<file path="src/rtl/cfg_latch_sequencer_pkg.sv">
// cfg_latch_sequencer_pkg: shared state encoding and CTRL register layout
package cfg_latch_sequencer_pkg;
  typedef enum logic [1:0] {IDLE, SETUP, PULSE, HOLD} state_t;
  localparam int IDX_LSB = 0;
  localparam int IDX_W = 5;
  localparam int MODE_BIT = 8;
  localparam int WORD_STRIDE = 4;
endpackage

</file>
<file path="src/rtl/cfg_latch_sequencer_gap_timer.sv">
// cfg_gap_timer: loadable 4-bit down-counter, expired while the count sits at zero
module cfg_gap_timer (
  input  logic       clk,
  input  logic       rst_n,
  input  logic       load,
  input  logic [3:0] load_val,
  output logic       expired
);
  logic [3:0] cnt;
  always_ff @(posedge clk or negedge rst_n)
    if (!rst_n) cnt <= '0;
    else if (load) cnt <= load_val;
    else if (cnt != '0) cnt <= cnt - 4'd1;
  assign expired = cnt == '0;
endmodule

</file>
<file path="src/rtl/cfg_latch_sequencer.sv">
// cfg_latch_sequencer: stages a config word from bus writes and strobes it into latch targets
module cfg_latch_sequencer
  import cfg_latch_sequencer_pkg::*;
#(
  parameter int         NUM_REGS   = 8,
  parameter int         CFG_WIDTH  = 80,
  parameter logic [5:0] ADDR_BASE  = 6'h08,
  parameter int         GAP_CYCLES = 1
) (
  input  logic                 clk,
  input  logic                 rst_n,
  input  logic                 write_req,
  input  logic [31:0]          data_in,
  input  logic [5:0]           address,
  output logic [CFG_WIDTH-1:0] config_data,
  output logic [NUM_REGS-1:0]  latch_en,
  output logic                 busy,
  output logic                 done,
  output logic                 err
);
  localparam int NUM_WORDS = (CFG_WIDTH + 31) / 32;
  localparam int IDX_BITS = NUM_REGS > 1 ? $clog2(NUM_REGS) : 1;
  localparam logic [5:0] CTRL_ADDR = ADDR_BASE + 6'(WORD_STRIDE * NUM_WORDS);
  localparam logic [3:0] NW = 4'(NUM_WORDS);
  localparam logic [5:0] NR = 6'(NUM_REGS);
  localparam logic [IDX_BITS-1:0] TOP_IDX = IDX_BITS'(NUM_REGS - 1);
  localparam logic [3:0] GAP_LOAD = 4'(GAP_CYCLES - 1);
  state_t state, state_d;
  logic [IDX_BITS-1:0] idx;
  logic [IDX_W-1:0] ctrl_idx;
  logic [5:0] off;
  logic [CFG_WIDTH-1:0] cfg_d;
  logic [NUM_REGS-1:0] latch_d;
  logic single, expired, last, start, bad_idx, stage_hit, ctrl_hit, timer_load, done_d;
  assign off = address - ADDR_BASE;
  assign stage_hit = write_req && off[1:0] == 2'b00 && off[5:2] < NW;
  assign ctrl_hit = write_req && address == CTRL_ADDR;
  assign ctrl_idx = data_in[IDX_LSB +: IDX_W];
  assign bad_idx = data_in[MODE_BIT] && {1'b0, ctrl_idx} >= NR;
  assign start = ctrl_hit && !busy && !bad_idx;
  assign last = single || idx == '0;
  assign busy = state != IDLE;
  cfg_gap_timer u_timer (
    .clk      (clk),
    .rst_n    (rst_n),
    .load     (timer_load),
    .load_val (GAP_LOAD),
    .expired  (expired)
  );
  always_ff @(posedge clk or negedge rst_n)
    if (!rst_n) state <= IDLE;
    else state <= state_d;
  always_comb
    state_d = state == IDLE  ? (start ? SETUP : IDLE) :
              state == SETUP ? (expired ? PULSE : SETUP) :
              state == PULSE ? HOLD :
              expired ? (last ? IDLE : SETUP) : HOLD;
  // bits of the top word beyond CFG_WIDTH simply have no destination
  always_comb begin
    cfg_d = config_data;
    for (int i = 0; i < CFG_WIDTH; i++)
      if (stage_hit && !busy && i[8:5] == off[5:2]) cfg_d[i] = data_in[i[4:0]];
  end
  always_comb begin
    latch_d = state_d == PULSE ? NUM_REGS'(1) << idx : '0;
    done_d = state == HOLD && expired && last;
    timer_load = state_d != state && (state_d == SETUP || state_d == HOLD);
  end
  always_ff @(posedge clk or negedge rst_n)
    if (!rst_n) begin
      config_data <= '0;
      latch_en <= '0;
      done <= 1'b0;
      err <= 1'b0;
      idx <= '0;
      single <= 1'b0;
    end else begin
      config_data <= cfg_d;
      latch_en <= latch_d;
      done <= done_d;
      if (start) begin
        idx <= data_in[MODE_BIT] ? ctrl_idx[IDX_BITS-1:0] : TOP_IDX;
        single <= data_in[MODE_BIT];
      end else if (state == HOLD && expired && !last) idx <= idx - 1'b1;
      if (start) err <= 1'b0;
      else if ((ctrl_hit && (busy || bad_idx)) || (stage_hit && busy)) err <= 1'b1;
    end
endmodule

</file>
<file path="config.mk">
export PLATFORM = sky130hd
export DESIGN_NAME = cfg_latch_sequencer
export DESIGN_NICKNAME = d
export VERILOG_FILES = /design/src/rtl/cfg_latch_sequencer_pkg.sv /design/src/rtl/cfg_latch_sequencer_gap_timer.sv /design/src/rtl/cfg_latch_sequencer.sv
export SDC_FILE = /design/constraint.sdc
export NUM_CORES = 1
export LEC_CHECK = 0
export CAP_MARGIN = 25
export CORE_MARGIN = 5
export CORE_UTILIZATION = 40
export DETAILED_ROUTE_END_ITERATION = 7
export GPL_TIMING_DRIVEN = 0
export MAX_ROUTING_LAYER = met4
export PLACE_DENSITY = 0.81
export SLEW_MARGIN = 10
export SYNTH_ARGS = -nofsm -noshare
export SYNTH_HDL_FRONTEND = slang
export SYNTH_HIERARCHICAL = 1
export SYNTH_SLANG_ARGS = --single-unit
</file>
<file path="constraint.sdc">
create_clock -name clk -period 2.6 [get_ports clk]
set_clock_uncertainty 0.2 [all_clocks]
set_input_delay 0.52 -clock clk [delete_from_list [all_inputs] [get_ports clk]]
set_output_delay 0.52 -clock clk [all_outputs]
set_load 0.005 [all_outputs]
</file>
==> results of run 1 <==
cells by family (layout without fill, tap and decap cells):
logic type	after synthesis	after routing	synth area share
flip-flops	100	100	0.6182
multiplexers	88	88	0.2433
AND/OR/NAND/NOR	39	39	0.06677
buffers and inverters	18	170	0.02380
AO/OA/AOI/OAI	9	9	0.01453
adder cells (fa/ha/maj)	7	7	0.02164
XOR/XNOR	5	5	0.01082
other	1	4	0.0009265
sequential cells by signal, indices dropped and copies added, names as in the netlist:
name and flops:
config_data 80, latch_en 8, u_timer/cnt 4, idx 3, state 2, done 1, err 1, single 1
final cells by class:
| type | count | area (um^2) |
|---|---|---|
| fillers | 812 | 3955 |
| flip-flops and latches | 100 | 2502 |
| multi-input cells | 152 | 1470 |
| repair buffers | 136 | 1378 |
| well taps | 133 | 166.4 |
| clock buffers | 11 | 151.4 |
| clock inverters | 5 | 83.83 |
| plain buffers | 9 | 78.83 |
| inverters | 9 | 33.78 |
synthesized netlist by cell type (all sizes together):
cell,count
nand3,3
inv,9
clkbuf,1
mux2,83
dfrtp,100
a22oi,1
o211ai,1
xnor2,5
nor2b,6
a211oi,1
and2,8
buf,8
mux2i,5
nor3b,4
nor4b,2
nor3,4
and4b,1
nor2,5
conb,1
nand2,4
ha,7
and3,1
nand4,1
a31oi,1
a221o,1
o21ai,4
power by group through the flow:
| stage | logic (mW) | registers [mW] | clock network [mW] |
|---|---|---|---|
| floorplan | 0.401 | 1.84 | 0 |
| global placement | 0.757 | 1.84 | 0 |
| detailed placement | 0.791 | 1.85 | 0 |
| CTS | 0.800 | 1.82 | 1.16 |
| global route | 0.874 | 1.84 | 1.24 |
| finish | 0.785 | 1.82 | 1.12 |
routing by layer:
layer,GRT usage,wire length [um],vias up
met5,-,0,-
met4,0.05583,185,0
met3,0.05197,599,15
met2,0.2492,4414,90
met1,0.1846,3760,1357
li1,-,-,1231
cells in the final DEF (no fill, tap or decap), drive strengths merged, types with 3 or more instances in the layout:
| master | count |
|---|---|
| o21ai | 4 |
| ha | 7 |
| nor2 | 5 |
| nor2b | 6 |
| nand2 | 4 |
| dfrtp | 100 |
| clkbuf | 11 |
| nor3 | 4 |
| buf | 14 |
| nor3b | 4 |
| clkdlybuf4s50 | 128 |
| mux2i | 5 |
| mux2 | 83 |
| inv | 9 |
| conb | 4 |
| xnor2 | 5 |
| nand3 | 3 |
| and2 | 8 |
worst max-delay path by stage:
stage	endpoint	from	slack [ns]
after floorplan	config_data[1]	address[3]	0.29
after global placement	config_data[12]	rst_n	-2.83
after detailed placement	u_timer/cnt[3]	address[2]	-0.55
after CTS	config_data[39]	address[3]	0.004
after global routing	u_timer/cnt[3]	write_req	0.01
final	config_data[11]	address[4]	0.14
timing repair:
item / 4_1_cts / 5_1_grt
endpoints found under the setup margin: 59 / 65
resized for setup: 5 / 9
hold buffers: 1 / 0
buffers inserted: 1 / 2
hold endpoints to repair: 46 / 0
pin swaps: 1 / 0
stage by stage:
stage	instances	hold slack, ns	setup TNS [ns]
after floorplan	270	0.02441	0
after global placement	534	0.2698	-314.40
after detailed placement	535	0.2805	-33.74
after CTS	553	0.3013	0
after global routing	555	0.3162	0
final	555	0.2973	0
==> results by group, run 1 <==
Worst hold path
  – Worst Hold End: config_data[39]
  – Min-Delay Path Class: reg -> reg
  – Min-delay src: config_data[39]
  – Hold Crit Depth: 1

Global route
  – GRT Util Overall: 0.1559
  – Initial antenna violation count: 0
  – Grt ovf: 0
  – Pin count of the biggest net entering global routing: 55
  – First-pass GRT wire length: 15,150 um
  – Vias in the first global route: 2,910

Critical path
  – Crit-path most repeated cell: buf_6
  – Slowest CP cell: clkdlybuf4s50_1
  – CP arrival: 2.49 ns
  – Worst r2r dst: idx[1]
  – Cell-by-cell trace of the critical path: clkdlybuf4s50_1 -> inv_1 -> ha_1 -> xnor2_1 -> and3_4 -> nor4b_4 -> buf_6 -> buf_6 -> mux2_2
  – Critical Path RT: 2.64 ns
  – R2r setup slk: 0.33 ns
  – Startpoint types: input port
  – Crit Path Category: in -> reg
  – Buf/Inv on CP: 4
  – Max FO, Critical Path: 10
  – Worst R2R Start: u_timer/cnt[0]
  – Reg2reg path depth: 7
  – Number of cells on the critical path: 9
  – Critical path endpoint category: flop
  – Kind of cell adding the most delay to the critical path: buffers and inverters
  – CP peak stage delay: 0.49 ns

Logic synthesis
  – Synthesized area: 0.004048 mm^2
  – Share of the synthesized area in the top cell type: 0.6182
  – Seq cells post-synth: 100
  – Syn_area_per_cell: 15.16 um^2
  – Synth area leader: dfrtp_1
  – Synthesized instance count: 267
  – Yosys cell types: 34
  – Synth Warn #: 6
  – Sequential element share of the synthesized area: 0.6182
  – Largest cells by area after synthesis: dfrtp_1 62%, mux2_2 20%, mux2_1 2.8%

Place
  – Port Buffers: 131
  – Gp weighted congestion: 0.7540
  – DP Area: 0.005562 mm^2
  – DP Wirelength: 6669 um
  – DP Worst Slack: -0.5463 ns

Floorplan
  – FP Rows: 36
  – Starting Density: 0.4122
  – IO Pins: 132
  – Core area: 0.009819 mm^2
  – Die Wd: 110.6 um
  – Die area: 0.01223 mm^2
  – Die Y: 110.6 um

CTS
  – CTS tree: done
  – CTS buffer count: 9
  – Clk sink count: 100
  – CTS Root Cell: clkbuf_8
  – H-Tree Depth: 3
  – Max Root-Sink Buffers: 2
  – Clock transition at path regs: 0.09 ns
  – Later-pin clock latency in the skew report: 0.35 ns

Route
  – Initial drt markers: 38
  – Via density: 4.852
  – Wire per inst: 16.14 um
  – Remaining routing DRC violations: 0
  – Detailed-route via count: 2,693
  – Pre-Repair DR Iteration Count: 4
  – Final ANT Viol Nets: 0
  – Routed WL: 8959 um

STA
  – Slew HR: 0.5890
  – Max-slew violation count: 0
  – Worst Tran Pin Value: 0.6164 ns
  – # setup viols final: 0
  – RSZ-0062 raised after global routing: no
  – Tcrit/Tclk final: 0.9443
  – Setup ws final: 0.1448 ns
  – Fin. Hold Viols: 0
  – Max frequency: 0.4073 GHz
  – Tmin final: 2.455 ns

Pwr
  – Pleak: 2.786 nW
  – Power Dens Cells: 635.0 mW/mm^2
  – Net Sw Frac: 0.2568
  – Seq pwr share: 0.488
  – Peak VDD IR: 0.0003791 V
  – Design Power: 3.724 mW
  – Combinational power share: 0.211
  – Power Internal: 2.768 mW
  – Part of the power in the clock network: 0.302
  – NetSw: 956.3 uW

Layout
  – Post-Route Utilization: 0.5972
  – Design area: 0.005864 mm^2
  – Layout area overhead: 44.88%
  – Share of layout cells above drive strength 1: 0.2607
  – Nets: 465
  – Number of diodes: 0

Flow run
  – Max cap viols: 0

Run status
  – Run status: completed
No activity file was read; power rests on OpenSTA's default activity.
==> run 2: changes to the inputs <==
--- a/config.mk
+++ b/config.mk
@@ -11,7 +11,7 @@
 export DETAILED_ROUTE_END_ITERATION = 7
 export GPL_TIMING_DRIVEN = 0
 export MAX_ROUTING_LAYER = met4
-export PLACE_DENSITY = 0.81
+export PLACE_DENSITY = 0.69
 export SLEW_MARGIN = 10
 export SYNTH_ARGS = -nofsm -noshare
 export SYNTH_HDL_FRONTEND = slang
==> run 2 against run 1 <==
Critical path depth shrank 1. Hold slack lost 0.0054 ns. Combinational power about the same. Routed wire length increased by 0.16%. Design area decreased by 0.60%. Largest power group unchanged. Register-to-register slack lost 0.03 ns. Highest routed layer unchanged. Sequential share of layout area is 0.26 points higher. Total power down 2.3%.
==> results by group, run 2 (synthesis results as in run 1) <==
Run status
  – Run status: completed

Route
  – Routed WL: 8973 um (+0.16%)
  – Pre-Repair DR Iteration Count: 4 (unchanged)
  – Detailed-route via count: 2,628 (-2.4%)
  – Final ANT Viol Nets: 0 (unchanged)
  – Wire per inst: 16.20 um (+0.34%)
  – Via density: 4.744 (-2.2%)
  – Initial drt markers: 85 (+120%)
  – Remaining routing DRC violations: 0 (unchanged)

Critical path
  – CP Launch Point: address[2]
  – CP arrival: 2.56 ns (+0.07 ns)
  – CP peak stage delay: 0.57 ns (+0.08 ns)
  – Max FO, Critical Path: 8 (-2)
  – Slowest CP cell: clkdlybuf4s50_1
  – Critical path endpoint category: flop
  – Worst r2r dst: idx[1]
  – Kind of cell adding the most delay to the critical path: buffers and inverters
  – Cell-by-cell trace of the critical path: clkdlybuf4s50_1 -> nor2b_1 -> and4b_2 -> nand3_4 -> a22oi_1 -> buf_2 -> nor3_1 -> a221o_1
  – Crit Path Category: in -> reg
  – Buf/Inv on CP: 2 (-2)
  – Startpoint types: input port
  – R2r setup slk: 0.30 ns (-0.03 ns)
  – Reg2reg path depth: 7 (unchanged)
  – Critical Path RT: 2.65 ns (about the same)
  – Worst R2R Start: u_timer/cnt[0]

Place
  – Gp weighted congestion: 0.7413 (-1.7%)
  – Port Buffers: 131 (unchanged)
  – DP Worst Slack: -0.5348 ns (+0.01147 ns)
  – Placed cells: 535 (unchanged)
  – DP Wirelength: 6520 um (-2.2%)

Floorplan
  – Die Y: 110.6 um (unchanged)
  – IO Pins: 132 (unchanged)
  – Die Wd: 110.6 um (unchanged)
  – Die area: 0.01223 mm^2 (unchanged)
  – FP Rows: 36 (unchanged)
  – Core area: 0.009819 mm^2 (unchanged)
  – Starting Density: 0.4122 (unchanged)

Layout
  – Commonest non-fill, non-tap cell in the layout: clkdlybuf4s50_1
  – Top Registers: config_data (80), latch_en (8), u_timer/cnt (4)
  – Layout area overhead: 44.02%
  – Largest Register: config_data
  – Number of diodes: 0 (unchanged)
  – Share of layout cells above drive strength 1: 0.2613 (+0.0006192)
  – Non-filler cells in the finished layout: 554 (-0.18%)
  – Commonest cells after routing, fill and taps aside: 129 x clkdlybuf4s50_1, 100 x dfrtp_1, 73 x mux2_2
  – Nets: 464 (-0.22%)
  – Largest register FFs: 80 (unchanged)

Flow run
  – Max cap viols: 0 (unchanged)

CTS
  – Max Root-Sink Buffers: 2 (unchanged)
  – CTS Root Cell: clkbuf_8
  – H-Tree Depth: 3 (unchanged)
  – Later-pin clock latency in the skew report: 0.36 ns (about the same)
  – CTS buffer count: 9 (unchanged)
  – Clock transition at path regs: 0.10 ns (about the same)
  – CTS tree: done
  – Clk sink count: 100 (unchanged)

Global route
  – Initial antenna violation count: 0 (unchanged)
  – GRT Util Overall: 0.1562 (+0.0002767)
  – First-pass GRT wire length: 15,040 um (-0.68%)
  – Grt ovf: 0 (unchanged)
  – Vias in the first global route: 2,865 (-1.5%)
  – Pin count of the biggest net entering global routing: 53 (-3.6%)

STA
  – # setup viols final: 0 (unchanged)
  – RSZ-0062 raised after global routing: no
  – Worst Tran Pin Value: 0.6439 ns (+0.02749 ns)
  – Tcrit/Tclk final: 0.9671 (+0.02283)
  – Tmin final: 2.515 ns (+0.05937 ns)
  – Max-slew violation count: 0 (unchanged)
  – Max frequency: 0.3977 GHz (-2.4%)
  – Setup ws final: 0.08542 ns (-0.05937 ns)
  – Fin. Hold Viols: 0 (unchanged)
  – Slew HR: 0.5707 (-0.01832)

Worst hold path
  – Hold Crit Depth: 1 (unchanged)
  – Min-delay src: config_data[20]
  – Worst Hold End: config_data[20]
  – Min-Delay Path Class: reg -> reg

Pwr
  – Peak VDD IR: 0.0003385 V (-11%)
  – Power Dens Cells: 623.9 mW/mm^2 (-1.8%)
  – Pleak: 2.758 nW (-1.0%)
run 2: cell types whose count changed in the layout (fill, tap and decap cells not counted), sizes merged:
cell           previous run  this run
buf                      14        12
bufinv                    2         1
clkbuf                   11        10
clkdlybuf4s50           128       129
dlymetal6s2s              2         1
inv                       9        12
run 2: power by group:
group	internal (mW)	switching (mW)	total (mW)
Combinational	0.459	0.327	0.786
Clock	0.461	0.574	1.03
Sequential	1.71	0.105	1.82
Total	2.63	1.01	3.64
run 2: worst max-delay path by stage:
| stage | end | slack (ns) | depth (start not counted) |
|---|---|---|---|
| floorplan | config_data[1] | 0.29 | 7 |
| global placement | config_data[55] | -2.91 | 1 |
| detailed placement | u_timer/cnt[3] | -0.53 | 8 |
| CTS | config_data[52] | -0.008 | 8 |
| global route | u_timer/cnt[3] | 0.001 | 7 |
| finish | u_timer/cnt[3] | 0.09 | 8 |
run 2: cell type report:
cell class                      count  area, um^2
Fill cell                         869        3990
Sequential cell                   100        2502
Multi-Input combinational cell    152        1479
Timing Repair Buffer              135        1368
Tap cell                          133       166.4
Clock buffer                        9       123.9
Clock inverter                      7       82.58
Buffer                              9       73.82
Inverter                            9       33.78
run 2: layer usage:
layer | wire length, um | global-route usage
met5 | 0 | -
met4 | 163 | 0.05747
met3 | 522 | 0.04595
met2 | 4308 | 0.2403
met1 | 3978 | 0.1964
run 2: timing repair:
action                                  4_1_cts  5_1_grt
endpoints found under the setup margin       34       72
hold endpoints to repair                     44        0
hold buffers                                  1        0
pin swaps                                     0        1
setup buffers                                 1        1
resized for setup                             2       14
run 2: through the flow:
stage               power, mW    util  area (um^2)  hold slack [ns]   TNS, ns
finish                  3.637  0.5937         5829           0.2919         0
global route            3.865  0.5937         5829           0.3170         0
CTS                     3.696  0.5898         5792           0.2998  -0.02012
global placement        2.602  0.5638         5537           0.2694   -323.73
detailed placement      2.640  0.5664         5562           0.2751    -31.76
floorplan               2.241       -         4059          0.02441         0
